File: src/rtl/dcache_load_responder_if.sv
`default_nettype none
// dcache_load_responder_if: load request/response, memory handshake and fill
// broadcast for the data cache load responder.
interface dcache_load_responder_if #(
  parameter int NUM_MSHRS = 4,
  parameter int MSHR_W    = $clog2(NUM_MSHRS)
);
  logic                   load_req_valid;
  logic [31:0]            load_req_addr;
  // LOAD_DATA_CACHE_PACKET
  logic                   pkt_valid;
  logic [1:0][31:0]       pkt_data;
  logic [1:0][3:0]        pkt_byte_mask;
  logic [MSHR_W-1:0]      pkt_mshr_idx;

  logic                   mem_req_valid;
  logic [31:0]            mem_req_addr;
  logic [MSHR_W-1:0]      mem_req_tag;
  logic                   mem_req_ready;
  logic                   mem_resp_valid;
  logic [MSHR_W-1:0]      mem_resp_tag;
  logic [63:0]            mem_resp_data;

  logic                   fill_valid;
  logic [MSHR_W-1:0]      fill_mshr_idx;
  logic [63:0]            fill_data;

  modport slave (
    input  load_req_valid, load_req_addr, mem_req_ready,
    input  mem_resp_valid, mem_resp_tag, mem_resp_data,
    output pkt_valid, pkt_data, pkt_byte_mask, pkt_mshr_idx,
    output mem_req_valid, mem_req_addr, mem_req_tag,
    output fill_valid, fill_mshr_idx, fill_data
  );

  modport master (
    output load_req_valid, load_req_addr, mem_req_ready,
    output mem_resp_valid, mem_resp_tag, mem_resp_data,
    input  pkt_valid, pkt_data, pkt_byte_mask, pkt_mshr_idx,
    input  mem_req_valid, mem_req_addr, mem_req_tag,
    input  fill_valid, fill_mshr_idx, fill_data
  );
endinterface
`default_nettype wire

File: src/rtl/dcache_load_responder.sv
`default_nettype none
// dcache_load_responder: direct-mapped read-only line array with an MSHR file,
// zero-latency load response and a registered fill broadcast.
module dcache_load_responder #(
  parameter int NUM_SETS  = 32,
  parameter int NUM_MSHRS = 4,
  parameter int MSHR_W    = $clog2(NUM_MSHRS)
) (
  input wire                     clock,
  input wire                     reset,
  dcache_load_responder_if.slave bus
);
  localparam int SET_W  = $clog2(NUM_SETS);
  localparam int LINE_W = 29;
  localparam int TAG_W  = LINE_W - SET_W;

  localparam logic [1:0] S_FREE    = 2'd0;
  localparam logic [1:0] S_PENDING = 2'd1;
  localparam logic [1:0] S_WAIT    = 2'd2;

  logic [NUM_SETS-1:0] r_line_valid;
  logic [TAG_W-1:0]    r_line_tag  [NUM_SETS];
  logic [63:0]         r_line_data [NUM_SETS];

  logic [1:0]          r_mshr_state     [NUM_MSHRS];
  logic [1:0]          w_mshr_state_nxt [NUM_MSHRS];
  logic [LINE_W-1:0]   r_mshr_line      [NUM_MSHRS];

  logic                r_issue_lock;
  logic [MSHR_W-1:0]   r_issue_lock_idx;
  logic                r_fill_valid;
  logic [MSHR_W-1:0]   r_fill_idx;
  logic [63:0]         r_fill_data;

  logic [LINE_W-1:0]   w_req_line;
  logic [SET_W-1:0]    w_req_set;
  logic [TAG_W-1:0]    w_req_tag;
  logic                w_unused_offset;
  logic                w_hit;
  logic                w_merge;
  logic [MSHR_W-1:0]   w_merge_idx;
  logic                w_free_any;
  logic [MSHR_W-1:0]   w_free_idx;
  logic                w_pend_any;
  logic [MSHR_W-1:0]   w_pend_idx;
  logic                w_alloc;
  logic [MSHR_W-1:0]   w_issue_idx;
  logic                w_fill;
  logic [LINE_W-1:0]   w_fill_line;

  assign w_req_line      = bus.load_req_addr[31:3];
  assign w_req_set       = w_req_line[SET_W-1:0];
  assign w_req_tag       = w_req_line[LINE_W-1:SET_W];
  assign w_unused_offset = ^bus.load_req_addr[2:0];

  // Downward scans so the lowest matching index wins.
  always_comb begin
    w_hit       = r_line_valid[w_req_set] && (r_line_tag[w_req_set] == w_req_tag);
    w_merge     = 1'b0;
    w_merge_idx = '0;
    w_free_any  = 1'b0;
    w_free_idx  = '0;
    w_pend_any  = 1'b0;
    w_pend_idx  = '0;
    for (int i = NUM_MSHRS - 1; i >= 0; i--) begin
      if ((r_mshr_state[i] != S_FREE) && (r_mshr_line[i] == w_req_line)) begin
        w_merge     = 1'b1;
        w_merge_idx = MSHR_W'(i);
      end
      if (r_mshr_state[i] == S_FREE) begin
        w_free_any = 1'b1;
        w_free_idx = MSHR_W'(i);
      end
      if (r_mshr_state[i] == S_PENDING) begin
        w_pend_any = 1'b1;
        w_pend_idx = MSHR_W'(i);
      end
    end
  end

  assign w_alloc     = bus.load_req_valid && !w_hit && !w_merge && w_free_any;
  // A refused request stays locked so addr/tag cannot change under the requester.
  assign w_issue_idx = r_issue_lock ? r_issue_lock_idx : w_pend_idx;
  assign w_fill      = bus.mem_resp_valid && (r_mshr_state[bus.mem_resp_tag] == S_WAIT);
  assign w_fill_line = r_mshr_line[bus.mem_resp_tag];

  always_ff @(posedge clock or negedge reset) begin
    if (!reset) begin
      for (int i = 0; i < NUM_MSHRS; i++) r_mshr_state[i] <= S_FREE;
      r_issue_lock     <= 1'b0;
      r_issue_lock_idx <= '0;
    end else begin
      for (int i = 0; i < NUM_MSHRS; i++) r_mshr_state[i] <= w_mshr_state_nxt[i];
      r_issue_lock     <= w_pend_any && !bus.mem_req_ready;
      r_issue_lock_idx <= w_issue_idx;
    end
  end

  always_comb begin
    for (int i = 0; i < NUM_MSHRS; i++) begin
      w_mshr_state_nxt[i] = r_mshr_state[i];
      case (r_mshr_state[i])
        S_FREE:    if (w_alloc && (w_free_idx == MSHR_W'(i))) w_mshr_state_nxt[i] = S_PENDING;
        S_PENDING: if (w_pend_any && bus.mem_req_ready && (w_issue_idx == MSHR_W'(i)))
                     w_mshr_state_nxt[i] = S_WAIT;
        S_WAIT:    if (bus.mem_resp_valid && (bus.mem_resp_tag == MSHR_W'(i)))
                     w_mshr_state_nxt[i] = S_FREE;
        default:   w_mshr_state_nxt[i] = S_FREE;
      endcase
    end
  end

  always_comb begin
    bus.pkt_valid     = 1'b0;
    bus.pkt_data      = '0;
    bus.pkt_byte_mask = '0;
    bus.pkt_mshr_idx  = '0;
    if (bus.load_req_valid) begin
      if (w_hit) begin
        bus.pkt_valid     = 1'b1;
        bus.pkt_data      = r_line_data[w_req_set];
        bus.pkt_byte_mask = '1;
      end else if (w_merge) begin
        bus.pkt_valid    = 1'b1;
        bus.pkt_mshr_idx = w_merge_idx;
      end else if (w_free_any) begin
        bus.pkt_valid    = 1'b1;
        bus.pkt_mshr_idx = w_free_idx;
      end
    end
    bus.mem_req_valid = w_pend_any;
    bus.mem_req_addr  = w_pend_any ? {r_mshr_line[w_issue_idx], 3'b000} : '0;
    bus.mem_req_tag   = w_pend_any ? w_issue_idx : '0;
    bus.fill_valid    = r_fill_valid;
    bus.fill_mshr_idx = r_fill_idx;
    bus.fill_data     = r_fill_data;
  end

  // Line address is only meaningful while the MSHR is non-FREE, so no reset.
  always_ff @(posedge clock) begin
    if (w_alloc) r_mshr_line[w_free_idx] <= w_req_line;
  end

  always_ff @(posedge clock or negedge reset) begin
    if (!reset) begin
      r_line_valid <= '0;
      r_fill_valid <= 1'b0;
      r_fill_idx   <= '0;
      r_fill_data  <= '0;
    end else begin
      r_fill_valid <= w_fill;
      if (w_fill) begin
        r_line_valid[w_fill_line[SET_W-1:0]] <= 1'b1;
        r_fill_idx                           <= bus.mem_resp_tag;
        r_fill_data                          <= bus.mem_resp_data;
      end
    end
  end

  always_ff @(posedge clock) begin
    if (w_fill) begin
      r_line_tag[w_fill_line[SET_W-1:0]]  <= w_fill_line[LINE_W-1:SET_W];
      r_line_data[w_fill_line[SET_W-1:0]] <= bus.mem_resp_data;
    end
  end
endmodule
`default_nettype wire

File: src/flat_wrapper.sv
// flat-port wrapper written by rule: the top's interface ports become plain ports
module dcache_load_responder_flat 
#(
  parameter int NUM_SETS  = 32,
  parameter int NUM_MSHRS = 4,
  parameter int MSHR_W    = $clog2(NUM_MSHRS)
)
  (clock, reset, bus_load_req_valid, bus_load_req_addr, bus_mem_req_ready, bus_mem_resp_valid, bus_mem_resp_tag, bus_mem_resp_data, bus_pkt_valid, bus_pkt_data, bus_pkt_byte_mask, bus_pkt_mshr_idx, bus_mem_req_valid, bus_mem_req_addr, bus_mem_req_tag, bus_fill_valid, bus_fill_mshr_idx, bus_fill_data);
  dcache_load_responder_if #(.NUM_MSHRS(NUM_MSHRS), .MSHR_W(MSHR_W)) bus_i ();
  input wire clock;
  input wire reset;
  input wire logic [$bits(bus_i.load_req_valid)-1:0] bus_load_req_valid;
  input wire logic [$bits(bus_i.load_req_addr)-1:0] bus_load_req_addr;
  input wire logic [$bits(bus_i.mem_req_ready)-1:0] bus_mem_req_ready;
  input wire logic [$bits(bus_i.mem_resp_valid)-1:0] bus_mem_resp_valid;
  input wire logic [$bits(bus_i.mem_resp_tag)-1:0] bus_mem_resp_tag;
  input wire logic [$bits(bus_i.mem_resp_data)-1:0] bus_mem_resp_data;
  output wire logic [$bits(bus_i.pkt_valid)-1:0] bus_pkt_valid;
  output wire logic [$bits(bus_i.pkt_data)-1:0] bus_pkt_data;
  output wire logic [$bits(bus_i.pkt_byte_mask)-1:0] bus_pkt_byte_mask;
  output wire logic [$bits(bus_i.pkt_mshr_idx)-1:0] bus_pkt_mshr_idx;
  output wire logic [$bits(bus_i.mem_req_valid)-1:0] bus_mem_req_valid;
  output wire logic [$bits(bus_i.mem_req_addr)-1:0] bus_mem_req_addr;
  output wire logic [$bits(bus_i.mem_req_tag)-1:0] bus_mem_req_tag;
  output wire logic [$bits(bus_i.fill_valid)-1:0] bus_fill_valid;
  output wire logic [$bits(bus_i.fill_mshr_idx)-1:0] bus_fill_mshr_idx;
  output wire logic [$bits(bus_i.fill_data)-1:0] bus_fill_data;
  assign bus_i.load_req_valid = bus_load_req_valid;
  assign bus_i.load_req_addr = bus_load_req_addr;
  assign bus_i.mem_req_ready = bus_mem_req_ready;
  assign bus_i.mem_resp_valid = bus_mem_resp_valid;
  assign bus_i.mem_resp_tag = bus_mem_resp_tag;
  assign bus_i.mem_resp_data = bus_mem_resp_data;
  assign bus_pkt_valid = bus_i.pkt_valid;
  assign bus_pkt_data = bus_i.pkt_data;
  assign bus_pkt_byte_mask = bus_i.pkt_byte_mask;
  assign bus_pkt_mshr_idx = bus_i.pkt_mshr_idx;
  assign bus_mem_req_valid = bus_i.mem_req_valid;
  assign bus_mem_req_addr = bus_i.mem_req_addr;
  assign bus_mem_req_tag = bus_i.mem_req_tag;
  assign bus_fill_valid = bus_i.fill_valid;
  assign bus_fill_mshr_idx = bus_i.fill_mshr_idx;
  assign bus_fill_data = bus_i.fill_data;
  dcache_load_responder #(.NUM_SETS(NUM_SETS), .NUM_MSHRS(NUM_MSHRS), .MSHR_W(MSHR_W)) u_core (.clock(clock), .reset(reset), .bus(bus_i));
endmodule
File: config.mk
export PLATFORM = sky130hd
export DESIGN_NAME = dcache_load_responder_flat
export DESIGN_NICKNAME = d
export VERILOG_FILES = /design/src/rtl/dcache_load_responder_if.sv /design/src/rtl/dcache_load_responder.sv /design/src/flat_wrapper.sv
export SDC_FILE = /design/constraint.sdc
export NUM_CORES = 2
export LEC_CHECK = 0
export BUFFER_PORTS_ARGS = -buffer_cell sky130_fd_sc_hd__buf_2
export CAP_MARGIN = 20
export CORE_MARGIN = 4
export CORE_UTILIZATION = 40
export CTS_CLUSTER_DIAMETER = 120
export DETAILED_ROUTE_END_ITERATION = 16
export GPL_TIMING_DRIVEN = 0
export HOLD_SLACK_MARGIN = 0.1
export PLACE_DENSITY_LB_ADDON = 0.15
export SLEW_MARGIN = 0
export SYNTH_ARGS = -nofsm -noshare
export SYNTH_HDL_FRONTEND = slang
export SYNTH_SLANG_ARGS = --single-unit
File: constraint.sdc
create_clock -name clock -period 7.75 [get_ports clock]
set_clock_uncertainty 0.1 [all_clocks]
set_input_delay 0.775 -clock clock [delete_from_list [all_inputs] [get_ports clock]]
set_output_delay 0.775 -clock clock [all_outputs]
set_load 0.01 [all_outputs]
# ---- Yosys cells after proc, flatten, opt, wreduce, memory -nomap -nowiden
# Memory sizes are Yosys's and may differ from the RTL's.
# Cells that the tools add are included.
# W data, S select, Z words.
dict set report classes {
  magnitude_cmp 4
  n_eq_ne 35
  muxes 66
  bitwise_logic 2
  reduce_logical 42
}
# op count
set ops {}
lappend ops {{$mux W64} 2}
lappend ops {{$eq A29 B29 Y1} 4}
lappend ops {{$mux W2} 32}
lappend ops {{$mux W32} 1}
lappend ops {{$or A32 B32 Y32} 1}
lappend ops {{$eq A24 B24 Y1} 1}
lappend ops {{$logic_and A1 B1 Y1} 24}
lappend ops {{$pmux W2 S3} 4}
lappend ops {{$eq A2 B2 Y1 const B} 11}
lappend ops {{$mux W1} 22}
lappend ops {{$mux W8} 2}
lappend ops {{$ne A2 B2 Y1 const B} 8}
lappend ops {{$eq A2 B1 Y1 const B} 7}
lappend ops {{$logic_not A2 Y1} 7}
lappend ops {{$lt A5 B6 Y1 const B} 2}
lappend ops {{$reduce_and A3 Y1} 4}
lappend ops {{$ne A2 B1 Y1 const B} 4}
lappend ops {{$reduce_bool A2 Y1} 4}
lappend ops {{$bmux W1 S5} 1}
lappend ops {{$demux W1 S5} 1}
lappend ops {{$ge A5 B1 Y1 const B} 1}
lappend ops {{$bmux W2 S2} 1}
lappend ops {{$ge A3 B3 Y1 const B} 1}
lappend ops {{$logic_not A1 Y1} 3}
lappend ops {{$not A2 Y3} 1}
dict set report word_totals {
  reg_bits 110
  ram_bits 2932
  output_inout_bits 177
  word_cells 162
  mem_count 3
}
# name depth word_bits read_ports rd_ports_with_merged_regs wr line
set memory_table {}
lappend memory_table {u_core.r_line_data 32 64 1 0 1 dcache_load_responder.sv:23} ;# logic [63:0] r_line_data [NUM_SETS];
lappend memory_table {u_core.r_line_tag 32 24 1 0 1 dcache_load_responder.sv:22} ;# logic [TAG_W-1:0] r_line_tag [NUM_SETS];
lappend memory_table {u_core.r_mshr_line 4 29 6 0 1 dcache_load_responder.sv:27} ;# logic [LINE_W-1:0] r_mshr_line [NUM_MSHRS];

# ---- Longest topological paths before layout
dict set report logic_depth {
  ltp_word 12
  mapped_depth 18
  ltp_nobuf 10
}

# ---- Worst setup path before layout
# No wires, ideal clock.
dict set report synth_timing {
  path_kind {in2reg}
  start {input bus_mem_resp_tag[0]}
  end {register u_core.r_line_valid[3]}
  t_arrival_ns 6.702
  setup_slack_ns 0.860
  cell_stages 6
  cell_sequence {clkbuf_1 buf_1 mux4_2 or3_1 nor2_1 or2_2}
}
dict set report synth_via {
  elab_chain_cells 6
}
# item line
set synth_lines {}
lappend synth_lines {{start: declaration} flat_wrapper.sv:16} ;# input wire logic [$bits(bus_i.mem_resp_tag)-1:0] bus_mem_resp_tag;
lappend synth_lines {{$mem_v2 Z4 W29 or $not A2 Y3 (tied branches)} n/a}
lappend synth_lines {{$lt A5 B6 Y1 (not written as such) (tied with other cells)} dcache_load_responder.sv:153} ;# r_line_valid[w_fill_line[SET_W-1:0]] <= 1'b1;
lappend synth_lines {{$logic_and A1 B1 Y1 (not written as such) or $mux W2 (tied branches)} {dcache_load_responder.sv:153, dcache_load_responder.sv:84}}
lappend synth_lines {{$mux W1 (not written as such) or $mux W2 (tied branches)} {dcache_load_responder.sv:153, dcache_load_responder.sv:84}}
lappend synth_lines {{$demux W1 S5 or $eq A2 B2 Y1 (tied branches)} n/a}
lappend synth_lines {{$or A32 B32 Y32 (no source line) or $logic_and A1 B1 Y1 (tied branches)} n/a}
lappend synth_lines {{end signal: assignment} dcache_load_responder.sv:146} ;# r_line_valid <= '0;
lappend synth_lines {{end signal: indexed assignment} dcache_load_responder.sv:153}
lappend synth_lines {{end: declaration} dcache_load_responder.sv:21} ;# logic [NUM_SETS-1:0] r_line_valid;
# Parallel ways exist; a longest one is shown, timed or not. The select of a mux whose other input is x is not followed.
# A chain may end at the register's enable or synchronous reset.

# ---- Final worst setup path
dict set report layout_timing {
  start {input bus_load_req_addr[4]}
  end {output bus_pkt_data[0]}
}
dict set report layout_via {
  elab_chain_cells 5
}
# item line
set layout_lines {}
lappend layout_lines {{start: declaration} flat_wrapper.sv:13} ;# input wire logic [$bits(bus_i.load_req_addr)-1:0] bus_load_req_addr;
lappend layout_lines {{$mem_v2 Z32 W24 or $bmux W1 S5 (tied branches)} n/a}
lappend layout_lines {{$eq A24 B24 Y1 or $mux W1 (tied branches)} dcache_load_responder.sv:58} ;# w_hit = r_line_valid[w_req_set] && (r_line_tag[w_req_set] == w_req_tag);
lappend layout_lines {{$logic_and A1 B1 Y1} dcache_load_responder.sv:58}
lappend layout_lines {{$mux W64 (*)} dcache_load_responder.sv:119} ;# if (w_hit) begin
lappend layout_lines {{$mux W64 (*)} dcache_load_responder.sv:118} ;# if (bus.load_req_valid) begin
lappend layout_lines {{end: declaration} flat_wrapper.sv:19} ;# output wire logic [$bits(bus_i.pkt_data)-1:0] bus_pkt_data;
# Mark *: on every way between the ends. The rest lies on a longest branch, timed or not. The select of a mux whose other input is x is not followed.

==> summary.md <==
| Metric | Value |
|---|---|
| FF-to-FF Start | `u_core.r_mshr_state[4]$_DFFE_PN0P_` |
| Yosys reg bits | `3,042` |
| Syn Area/Cell | `between 20 and 25 sq um` |
| Final Util | `between 40% and 50%` |
| Outcome | `finished with violations` |
| Synth async-reset ratio | `3.62%` |
| Die area | `306,000 sq um` |
| Final Hold Fails | `0` |
| Io pins | `280` |
| Initial Utilization | `40.3%` |
| Leakage power | `~46 nW` |
| First-pass iteration count of the detailed router | `5` |
| Rows | `199` |
| Final ANT Viol Nets | `0` |
| PD cells | `268 nW/um^2` |
| CTS sink cnt | `3,042` |
| Port bufs | `271` |
| Min-delay src | `bus_load_req_addr[7]` |
| Worst Setup EP | `bus_pkt_data[0]` |
| Placeable Area | `295,000 sq um` |
| RSZ-0062 raised after global routing | `false` |
| Gp weighted congestion | `0.844` |
| Via count | `approximately 60k` |
| DR iter-0 viols | `7,439` |
| Per-cell routed wire length | `34.6 um` |
| Largest net degree at the start of global routing | `63` |
| Crit path DAT | `6890 ps` |
| Max-slew violations | `0` |
| Die Wd | `553 um` |
| Setup slack, reg-to-reg | `around 2500 ps` |
| Failing checks | `setup timing` |
| Fraction of layout cells with a size suffix above 1 | `approximately 32%` |
| Seq/Total Area, Yosys | `around 76%` |
| CTS Buffer Depth | `4` |
| CTS tree | `built` |
| Top cell type's share of synthesized area | `74.2%` |
| Clock Latency Late Sink | `920 ps` |
| Total Power | `0.0378 W` |
| Htree depth | `5` |
| Critical-path maximum fanout | `10` |
| Critical Path Sink Type | `primary output` |
| Initial antenna violation count | `26` |
| Crit path launch type | `input port` |
| Ys Warns | `0` |
| Top cells by area, synth | `edfxtp_1 (74%), mux4_2 (16%), dfrtp_1 (2.3%), nand2_1 (1.2%), mux2i_1 (0.86%)` |
| Crit path launch | `bus_load_req_addr[4]` |
| Post-CTS setup buffers | `0` |
| First-pass GRT wire length | `499,000 um` |
| GRT Total Usage | `23.3%` |
| Peak supply drop | `about 0.17 mV` |
| Min Tclk post-route | `7770 ps` |
| Final Cycle Share | `100%` |
| Hold Crit Class | `in -> reg` |
| R2R cell count | `13` |
| Drt total wl | `361,000 um` |
| Worst slack, placed | `-316 ps` |
| Clock Pin Slew Worst Setup and Hold Paths | `60 ps` |
| Area growth, synth to finish | `18.8%` |
| CTS root buffer | `clkbuf_16` |
| # nets final | `6,346` |
| Hold Worst Slack | `191 ps` |
| Total CTS buffers | `328` |
| Synth area leader | `edfxtp_1` |
| Slew HR | `22.9%` |
| DP Wirelength | `~250,000 um` |
| Top_reg_cell synth | `edfxtp_1` |
| Post-synth EDFFs | `2,932` |
| Max-cap violation count | `0` |
| F_max | `0.129 GHz` |
| Crit path kind | `in -> out` |
| GRT Residual Overflow | `0` |
| Worst flop-to-flop path endpoint | `u_core.r_line_data[15][36]$_DFFE_PP_` |
| Die height | `roughly 550 um` |
| WP data required | `6880 ps` |
| Syn Inst Count | `5,353` |
| Residual DRC | `0` |
| Vias in the first global route | `roughly 61k` |
| Setup ws final | `-15.4 ps` |
| Post-DR vias/cell | `5.82` |
| Tightest Pin Transition | `1150 ps` |
| # setup viols final | `1` |
| Mapped cell area | `approximately 120,000 sq um` |
| Distinct cells, synth | `between 60 and 70` |
## worst min-delay path by stage
stage,end,slack [ps],cells past startpoint
6_report,u_core.r_mshr_line[1][4]$_DFFE_PP_,190,1
5_1_grt,u_core.r_mshr_line[1][4]$_DFFE_PP_,150,1
4_1_cts,u_core.r_mshr_line[3][4]$_DFFE_PP_,130,1
3_5_place_dp,u_core.r_line_valid[28]$_DFFE_PN0P_,350,1
3_3_place_gp,u_core.r_line_valid[19]$_DFFE_PN0P_,340,1
2_1_floorplan,u_core.r_line_valid[12]$_DFFE_PN0P_,330,1
## sequential cells by signal (all words and copies together) (netlist names)
| name | cells |
|---|---|
| u_core.r_line_data | 2048 |
| u_core.r_mshr_line | 116 |
| u_core.r_line_valid | 32 |
| u_core.bus.fill_mshr_idx | 2 |
| u_core.bus.fill_valid | 1 |
| u_core.r_issue_lock | 1 |
| u_core.r_mshr_state | 8 |
| u_core.r_issue_lock_idx | 2 |
| u_core.bus.fill_data | 64 |
| u_core.r_line_tag | 768 |
## critical path, cell delays in order
cell      delay, ps
buf_2           150
buf_6           180
buf_6           210
buf_6           250
buf_4           330
buf_2           530
buf_2           450
buf_2           480
clkbuf_1        900
clkbuf_1        810
mux4_2          380
mux4_2          250
nand2_1          60
a21oi_1         740
buf_2           280
## metrics by stage
stage | area [sq um] | setup TNS (ps) | std cells
after global routing | 141000 | 0 | 10400
final | 141000 | -15.4 | 10400
after detailed placement | 130000 | -1300 | 9783
after floorplan | 119000 | 0 | 5355
after CTS | 141000 | 0 | 10400
after global placement | 125000 | - | 9545
## cell type report
class / instances / area [sq um]
buffer: 305 / 1540
fill: 24100 / 154000
clock buffer: 430 / 8780
timing repair buffer: 558 / 6630
multi-input combinational: 1986 / 26600
tap: 3919 / 4900
sequential: 3042 / 90800
clock inverter: 165 / 1680
inverter: 22 / 82.6
antenna: 10 / 25.0
## routing by layer
| layer | vias to the layer above | part of all wire, % | GRT usage [%] |
|---|---|---|---|
| li1 | 24200 | - | - |
| met1 | 33200 | 41 | 32.8 |
| met2 | 2804 | 49 | 37.9 |
| met3 | 525 | 7.4 | 3.89 |
| met4 | 8 | 2.8 | 6.30 |
| met5 | - | 0.017 | 0 |
## cell families after synthesis
family | after synthesis | synth area share, %
other | 1 | 0.00316
buffers and inverters | 327 | 1.33
XOR/XNOR | 141 | 1.04
AND/OR/NAND/NOR | 653 | 2.46
flip-flops | 3042 | 76.5
multiplexers | 975 | 17.3
AO/OA/AOI/OAI | 214 | 1.33
## synth_stat cells, types with 43 or more instances
master / n
edfxtp_1: 2932
mux4_2: 864
nand2_1: 388
clkbuf_1: 136
dfrtp_1: 110
mux2i_1: 102
xnor2_1: 98
buf_1: 72
nor2_1: 69
buf_2: 51
a21oi_2: 49
xor2_1: 43
## timing repair
| action | CTS | global route |
|---|---|---|
| hold endpoints to repair | 160 | 0 |
| hold buffers | 30 | 0 |
| resized for setup | 7 | 0 |
| endpoints found under the setup margin | 7 | 0 |
## cells in the final DEF (no fill, tap or decap), drive strengths merged, types with 32 or more instances in the layout
| cell type | n |
|---|---|
| xnor2 | 98 |
| nand2 | 388 |
| clkinv | 122 |
| a22oi | 32 |
| dfrtp | 110 |
| buf | 694 |
| xor2 | 43 |
| inv | 35 |
| nand4 | 33 |
| and2 | 35 |
| nor2 | 69 |
| edfxtp | 2932 |
| clkbuf | 566 |
| mux2i | 102 |
| mux4 | 864 |
| or2 | 36 |
| a21oi | 83 |
## power breakdown
| group | switching [W] | total, W | internal [W] |
|---|---|---|---|
| clock | 0.00652 | 0.0154 | 0.00883 |
| combinational | 0.00221 | 0.00359 | 0.00138 |
| sequential | 0.000227 | 0.0188 | 0.0186 |
Note: power is estimated with default switching activity, not from simulation.
